**config.mk**
```make
export PLATFORM = sky130hd
export DESIGN_NAME = serial_subtractor
export DESIGN_NICKNAME = d
export VERILOG_FILES = /design/src/rtl/serial_subtractor.sv
export SDC_FILE = /design/constraint.sdc
export NUM_CORES = 1
export LEC_CHECK = 0
export ABC_AREA = 1
export CAP_MARGIN = 20
export CELL_PAD_IN_SITES_DETAIL_PLACEMENT = 1
export CELL_PAD_IN_SITES_GLOBAL_PLACEMENT = 1
export CORE_ASPECT_RATIO = 0.75
export CORE_UTILIZATION = 40
export DETAILED_ROUTE_END_ITERATION = 16
export PLACE_DENSITY_LB_ADDON = 0.1
export SLEW_MARGIN = 20
export SYNTH_ARGS = -nofsm -noshare
export SYNTH_HDL_FRONTEND = slang
export SYNTH_SLANG_ARGS = --single-unit
export TNS_END_PERCENT = 20
```
**constraint.sdc**
```tcl
create_clock -name clock -period 3.65 [get_ports clock]
set_input_delay 0.73 -clock clock [delete_from_list [all_inputs] [get_ports clock]]
set_output_delay 0.73 -clock clock [all_outputs]
set_load 0.03 [all_outputs]
```
**src/rtl/serial_subtractor.sv**
```systemverilog
// serial_subtractor
//   Bit-serial WIDTH-bit unsigned subtractor. It computes a - b one bit per
//   clock, LSB first, using a single full-subtractor cell and a borrow flop.
//   Operands are captured when start is accepted. The result appears on diff
//   and borrow_out, and done pulses for one cycle when they are valid.
//
// State table
//   state | meaning
//   IDLE  | waiting for start; diff/borrow_out hold the last result
//   RUN   | one bit processed per edge, counter tracks the bit index
//   DONE  | result valid, done high for this single cycle
//
// Ports
//   clock      in   system clock, rising edge
//   reset      in   synchronous, active-high reset
//   start      in   operation request, sampled only in IDLE
//   a, b       in   minuend / subtrahend, captured on accepted start
//   busy       out  high while in RUN
//   done       out  one-cycle pulse in DONE
//   diff       out  (a - b) mod 2^WIDTH, held until the next completion
//   borrow_out out  1 iff a < b (unsigned), held with diff
module serial_subtractor #(
    parameter int WIDTH = 8
) (
    input  logic             clock,
    input  logic             reset,
    input  logic             start,
    input  logic [WIDTH-1:0] a,
    input  logic [WIDTH-1:0] b,
    output logic             busy,
    output logic             done,
    output logic [WIDTH-1:0] diff,
    output logic             borrow_out
);

    localparam int CW = $clog2(WIDTH);

    typedef enum logic [1:0] {
        IDLE = 2'd0,
        RUN  = 2'd1,
        DONE = 2'd2
    } state_t;

    state_t           state, state_nx;
    logic [WIDTH-1:0] sa, sb, sr;
    logic             br;
    logic [CW-1:0]    cnt;
    logic             d, bo;
    logic             last_bit;

    // Full-subtractor cell on the current LSBs.
    assign d        = sa[0] ^ sb[0] ^ br;
    assign bo       = (~sa[0] & sb[0]) | (~(sa[0] ^ sb[0]) & br);
    assign last_bit = (cnt == CW'(WIDTH - 1));

    always_comb begin
        state_nx = state;
        case (state)
            IDLE:    if (start) state_nx = RUN;
            RUN:     if (last_bit) state_nx = DONE;
            DONE:    state_nx = IDLE;
            default: state_nx = IDLE;
        endcase
    end

    always_ff @(posedge clock) begin
        if (reset) begin
            state <= IDLE;
            busy  <= 1'b0;
            done  <= 1'b0;
        end else begin
            state <= state_nx;
            // Flags are registered decodes of the next state, so they are
            // glitch-free and line up exactly with the state register.
            busy  <= (state_nx == RUN);
            done  <= (state_nx == DONE);
        end
    end

    always_ff @(posedge clock) begin
        if (reset) begin
            sa         <= '0;
            sb         <= '0;
            sr         <= '0;
            br         <= 1'b0;
            cnt        <= '0;
            diff       <= '0;
            borrow_out <= 1'b0;
        end else begin
            case (state)
                IDLE: begin
                    if (start) begin
                        sa  <= a;
                        sb  <= b;
                        br  <= 1'b0;
                        cnt <= '0;
                    end
                end
                RUN: begin
                    sa  <= sa >> 1;
                    sb  <= sb >> 1;
                    sr  <= {d, sr[WIDTH-1:1]};
                    br  <= bo;
                    cnt <= cnt + CW'(1);
                    // The final d is not yet in sr, so it is merged in here.
                    if (last_bit) begin
                        diff       <= {d, sr[WIDTH-1:1]};
                        borrow_out <= bo;
                    end
                end
                default: ;
            endcase
        end
    end

endmodule
```
==> results of run 1 <==
sequential cells by signal, indices dropped and copies added (netlist names):
name        cells
done            1
busy            1
diff            8
br              1
sr              7
cnt             3
borrow_out      1
state           2
sb              8
sa              8
metrics by stage:
step                      hold slack, ps  worst slack, ps
after detailed placement           455.5             1456
after floorplan                    428.3             2207
after CTS                          470.1             1584
after global routing               489.0             1455
final                              466.3             1600
after global placement             448.4             1494
cell families after synthesis:
kind of cell | share of synthesized area
compound gates | 0.1544
fa+ha+maj | 0.02659
buf+inv | 0.1270
flops | 0.4727
simple gates | 0.2194
area by class of cell:
type | count | area share
inverters | 33 | 0.06051
clock buffers | 6 | 0.03545
well taps | 55 | 0.03362
repair buffers | 30 | 0.1455
multi-input cells | 144 | 0.3313
flip-flops and latches | 40 | 0.3912
clock inverters | 1 | 0.002445
power by group through the flow:
stage | sequential [mW] | combinational, mW | clock, mW
2_1_floorplan | 0.480 | 0.0758 | 0
3_3_place_gp | 0.484 | 0.104 | 0
3_5_place_dp | 0.484 | 0.107 | 0
4_1_cts | 0.475 | 0.107 | 0.278
5_1_grt | 0.478 | 0.121 | 0.297
6_report | 0.475 | 0.105 | 0.272
synthesized netlist by cell type (all sizes together):
cell type	number
a21oi	27
buf	11
clkbuf	2
dfxtp	40
fa	1
ha	2
inv	33
nand2	45
nand3	16
nor2	30
o21ai	23
worst paths after layout:
path | startpoint | endpoint | slack (ps)
min | sa[3] | sa[3] | 470
min reg2reg | sa[3] | sa[3] | 470
max | diff[7] | diff[7] | 1600
max reg2reg | state[0] | sa[1] | 1680
layer usage:
metal / vias to the layer above / share of wire
met4: 0 / 0.017
li1: 762 / -
met5: - / 0
met3: 7 / 0.035
met1: 652 / 0.53
met2: 20 / 0.42
==> run_results.csv, run 1 <==
group,metric,value,unit
yosys,syn_inst,230,
critical_path,end_kind,"output pin",
floorplanning,num_io_pins,30,
timing,skew,4.983,ps
placed_design,io_buffers,29,
critical_path,path_buf_inv,1,
finish,fin_area,2047,sq um
yosys,ys_ff_latch,40,
yosys,synth_top_area_cell,"dfxtp_1",
finish,nFillCells,534,
floorplanning,die_y,58.36,um
finish,mostFrequentLayoutCells,"42 x nand2_1, 40 x dfxtp_1, 32 x inv_1",
power_and_ir_drop,p_int,0.6359,mW
critical_path,worstPathMaxFanout,2,
floorplanning,dieArea,4502,sq um
critical_path,crit_required,2920,ps
detailed_routing,dr.pass1.iters,4,
global_route,grt_pass1_wl,6.306,mm
cts,root_buffer,"clkbuf_8",
floorplanning,initial_core_util,0.4179,
timing,drv_slew,0,
critical_path,critPathMaxStageDelay,680,ps
cts,cts_resized,0,
cts,ctsLongestPathBuffers,2,
critical_path,crit_chain,"clkdlybuf4s50_1",
yosys,netlist-cell-type-count,19,
timing,fin_crit_sh,0.5616,
detailed_routing,antenna_left,0,
detailed_routing,post-route-drc-count,0,
critical_path,worstPathArrival,1320,ps
yosys,yosysTopAreaCellShare,0.4727,
finish,multi_input_area,678.2,sq um
cts,hold_buffers,0,
min_path,worst_hold_path.num_cells,2,
critical_path,crit_family,"buffers and inverters",
power_and_ir_drop,p_seq_frac,0.557,
yosys,yosysWarnings,0,
power_and_ir_drop,swShare,0.2542,
cts,htreeDepth,2,
floorplanning,design.core.area,4054,sq um
min_path,hp-class,"register to register",
critical_path,worstSetupPathDepth,1,
detailed_routing,drtIter0Drc,40,
timing,max_freq,487.8,MHz
critical_path,reg2regPathDepth,4,
timing,timing.final.crit_period,2050,ps
cts,cts_tree,"yes",
global_route,grt_antenna_before_repair,0,
timing,hold_viol_final,0,
timing,setup_tns,0,ps
detailed_routing,viasPerCell,4.663,
timing,worst_pin_slew,576.6,ps
critical_path,slowest_stage,"clkdlybuf4s50_1",
outcome,status,"finished clean",
cts,clk_pin_slew,70,ps
power_and_ir_drop,p_comb_frac,0.124,
global_route,gr-usage-met3,0.04186,
floorplanning,placementRows,20,
job,drv_cap,0,
power_and_ir_drop,leakage,0.8837,nW
power_and_ir_drop,p_sw,0.2168,mW
global_route,grt_max_degree,27,
timing,setup_viol,0,
timing,rsz0062_at_grt,"false",
detailed_routing,routed_wl,3.668,mm
yosys,ys_seq_area_frac,0.4727,
yosys,synth_area_leaders,"dfxtp_1 47%, nand2_1 9.3%, a21oi_1 8.0%",
power_and_ir_drop,p_clk_frac,0.320,
placed_design,dpl-instance-area,1969,sq um
global_route,grtUsageMet1,0.2390,
global_route,grt_use_met2,0.2882,
yosys,syn-cell-area,1694,sq um
global_route,track_usage,0.1804,
power_and_ir_drop,powerDensity,416.6,nW/um^2
finish,stdcell_count,309,
cts,cts_setup_buffers,0,
cts,insertion_delay,290,ps
finish,fin_util,0.5049,
detailed_routing,wire_per_inst,11.87,um
finish,regArea,800.8,sq um
cts,cts.sinks,40,
floorplanning,die_x,77.15,um
power_and_ir_drop,peakVddDrop,0.2073,mV
detailed_routing,dr_total_vias,1441,
global_route,grt_busiest_layer,"met2",
placed_design,routabilityCongestion,0.7232,
yosys,syn_area_per_cell,7.366,sq um
finish,areaGrowthSynthToFinish,20.83,%
cts,cts_buffers,5,
finish,nNetsFinal,276,
placed_design,dp_hpwl,2.472,mm
critical_path,crit_path_start_kind,"register",
global_route,grt-ovfl-total,0,
finish,mostFrequentLayoutCell,"nand2_1",
global_route,first_global_vias,1406,
placed_design,dpl.cell_count,302,
critical_path,setup.worst_path.class,"register to output pin",
yosys,syn_nets,252,
timing,slew_headroom,0.6152,
power_and_ir_drop,total_power,0.8527,mW
finish,final_layout_size_suffix_gt1_frac,0.05118,
finish,n_antenna_cell,0,
Note: power is estimated with default switching activity, not from simulation.
==> inputs of run 2 (changes only) <==
CORE_UTILIZATION = 33   (was 40)
clock period = 1.67 ns   (was 3.65 ns; I/O delays follow)
==> run_results.csv, run 2 (synthesized netlist as in run 1, its figures left out) <==
group,metric,value,unit
global_route,grt_antenna_before_repair,0,
global_route,first_global_vias,1537,
detailed_routing,wire_per_inst,11.62,um
critical_path,worstPathArrival,1280,ps
timing,skew,6.836,ps
critical_path,crit_required,1340,ps
critical_path,path_buf_inv,1,
placed_design,routabilityCongestion,0.7018,
power_and_ir_drop,powerDensity,940.8,nW/um^2
critical_path,crit_chain,"clkdlybuf4s50_1",
timing,fin_crit_sh,0.9692,
timing,worst_pin_slew,371.2,ps
finish,stdcell_count,322,
cts,htreeDepth,2,
finish,areaGrowthSynthToFinish,29.39,%
critical_path,end_kind,"output pin",
global_route,grt_max_degree,24,
finish,fin_area,2192,sq um
min_path,hp-class,"register to register",
finish,mostFrequentLayoutCell,"nand2_1",
detailed_routing,routed_wl,3.741,mm
outcome,status,"finished clean",
timing,slew_headroom,0.7523,
power_and_ir_drop,leakage,1.057,nW
placed_design,dpl-instance-area,2066,sq um
floorplanning,die_y,64.05,um
placed_design,dpl.cell_count,314,
finish,nNetsFinal,283,
floorplanning,dieArea,5427,sq um
detailed_routing,dr_total_vias,1468,
critical_path,crit_path_start_kind,"register",
timing,drv_slew,0,
floorplanning,num_io_pins,30,
cts,root_buffer,"clkbuf_8",
cts,hold_buffers,0,
detailed_routing,dr.pass1.iters,6,
timing,holdWs,460.7,ps
global_route,track_usage,0.1608,
cts,cts_buffers,5,
timing,rsz0062_at_grt,"false",
cts,cts_setup_buffers,0,
timing,setup_viol,0,
critical_path,setup.worst_path.class,"register to output pin",
job,drv_cap,0,
placed_design,place_ws,147.7,ps
cts,clk_pin_slew,80,ps
finish,n_antenna_cell,0,
power_and_ir_drop,peakVddDrop,0.4992,mV
floorplanning,placementRows,22,
floorplanning,design.core.area,4927,sq um
timing,timing.final.crit_period,1619,ps
cts,insertion_delay,280,ps
cts,cts.sinks,40,
cts,cts_resized,0,
power_and_ir_drop,total_power,2.062,mW
critical_path,worstPathMaxFanout,2,
floorplanning,initial_core_util,0.3438,
finish,biggestRegsByFlops,"diff (8), sa (8), sb (8)",
placed_design,io_buffers,29,
cts,ctsLongestPathBuffers,2,
detailed_routing,drtIter0Drc,66,
finish,mostFrequentLayoutCells,"42 x nand2_1, 40 x dfxtp_1, 32 x inv_1",
detailed_routing,antenna_left,0,
timing,layout_setup_ws,51.40,ps
critical_path,slowest_stage,"clkdlybuf4s50_1",
critical_path,crit_family,"buffers and inverters",
detailed_routing,post-route-drc-count,0,
floorplanning,die_x,84.74,um
placed_design,dp_hpwl,2.614,mm
finish,fin_util,0.4449,
detailed_routing,viasPerCell,4.559,
global_route,grt-ovfl-total,0,
critical_path,critPathMaxStageDelay,670,ps
global_route,grt_pass1_wl,6.962,mm
finish,final_layout_size_suffix_gt1_frac,0.08397,
cts,cts_tree,"yes",
timing,setup_tns,0,ps
timing,hold_viol_final,0,
timing,max_freq,617.8,MHz
==> run 2: cell count changes in the layout (fill, tap and decap cells not counted) <==
| cell | delta |
|---|---|
| buf_12 | +3 |
| buf_4 | +4 |
| bufinv_16 | +1 |
| clkbuf_1 | -1 |
| clkdlybuf4s50_1 | -6 |
| clkinvlp_4 | +1 |
| dlymetal6s2s_1 | +6 |
==> run 2: final cells by class <==
| cell class | count | area, sq um |
|---|---|---|
| clock buffers | 5 | 68.82 |
| clock inverters | 3 | 42.54 |
| fillers | 614 | 2735 |
| multi-input cells | 144 | 678.2 |
| inverters | 33 | 123.9 |
| repair buffers | 37 | 402.9 |
| flip-flops and latches | 40 | 800.8 |
| well taps | 60 | 75.07 |
==> run 2: layer usage <==
metal	up-vias	global-route usage	wire [um]
li1	777	-	-
met1	673	0.2159	2022
met2	16	0.2612	1594
met3	2	0.04393	107
met4	0	0.03178	17
met5	-	0	0
==> run 2: where the power goes <==
part / total (mW) / internal [mW] / switching (mW)
clock: 0.771 / 0.442 / 0.329
sequential: 1.03 / 1.00 / 0.0273
combinational: 0.259 / 0.123 / 0.136
total: 2.06 / 1.57 / 0.493
==> run 2: path summary, 6_finish.rpt <==
| kind | start | to | slack [ps] | cells past startpoint |
|---|---|---|---|---|
| worst max-delay path | diff[5] | diff[5] | 50 | 1 |
| worst min-delay path | cnt[0] | cnt[0] | 460 | 1 |
| worst max register to register | cnt[0] | diff[1] | 320 | 7 |
| worst min register to register | cnt[0] | cnt[0] | 460 | 1 |
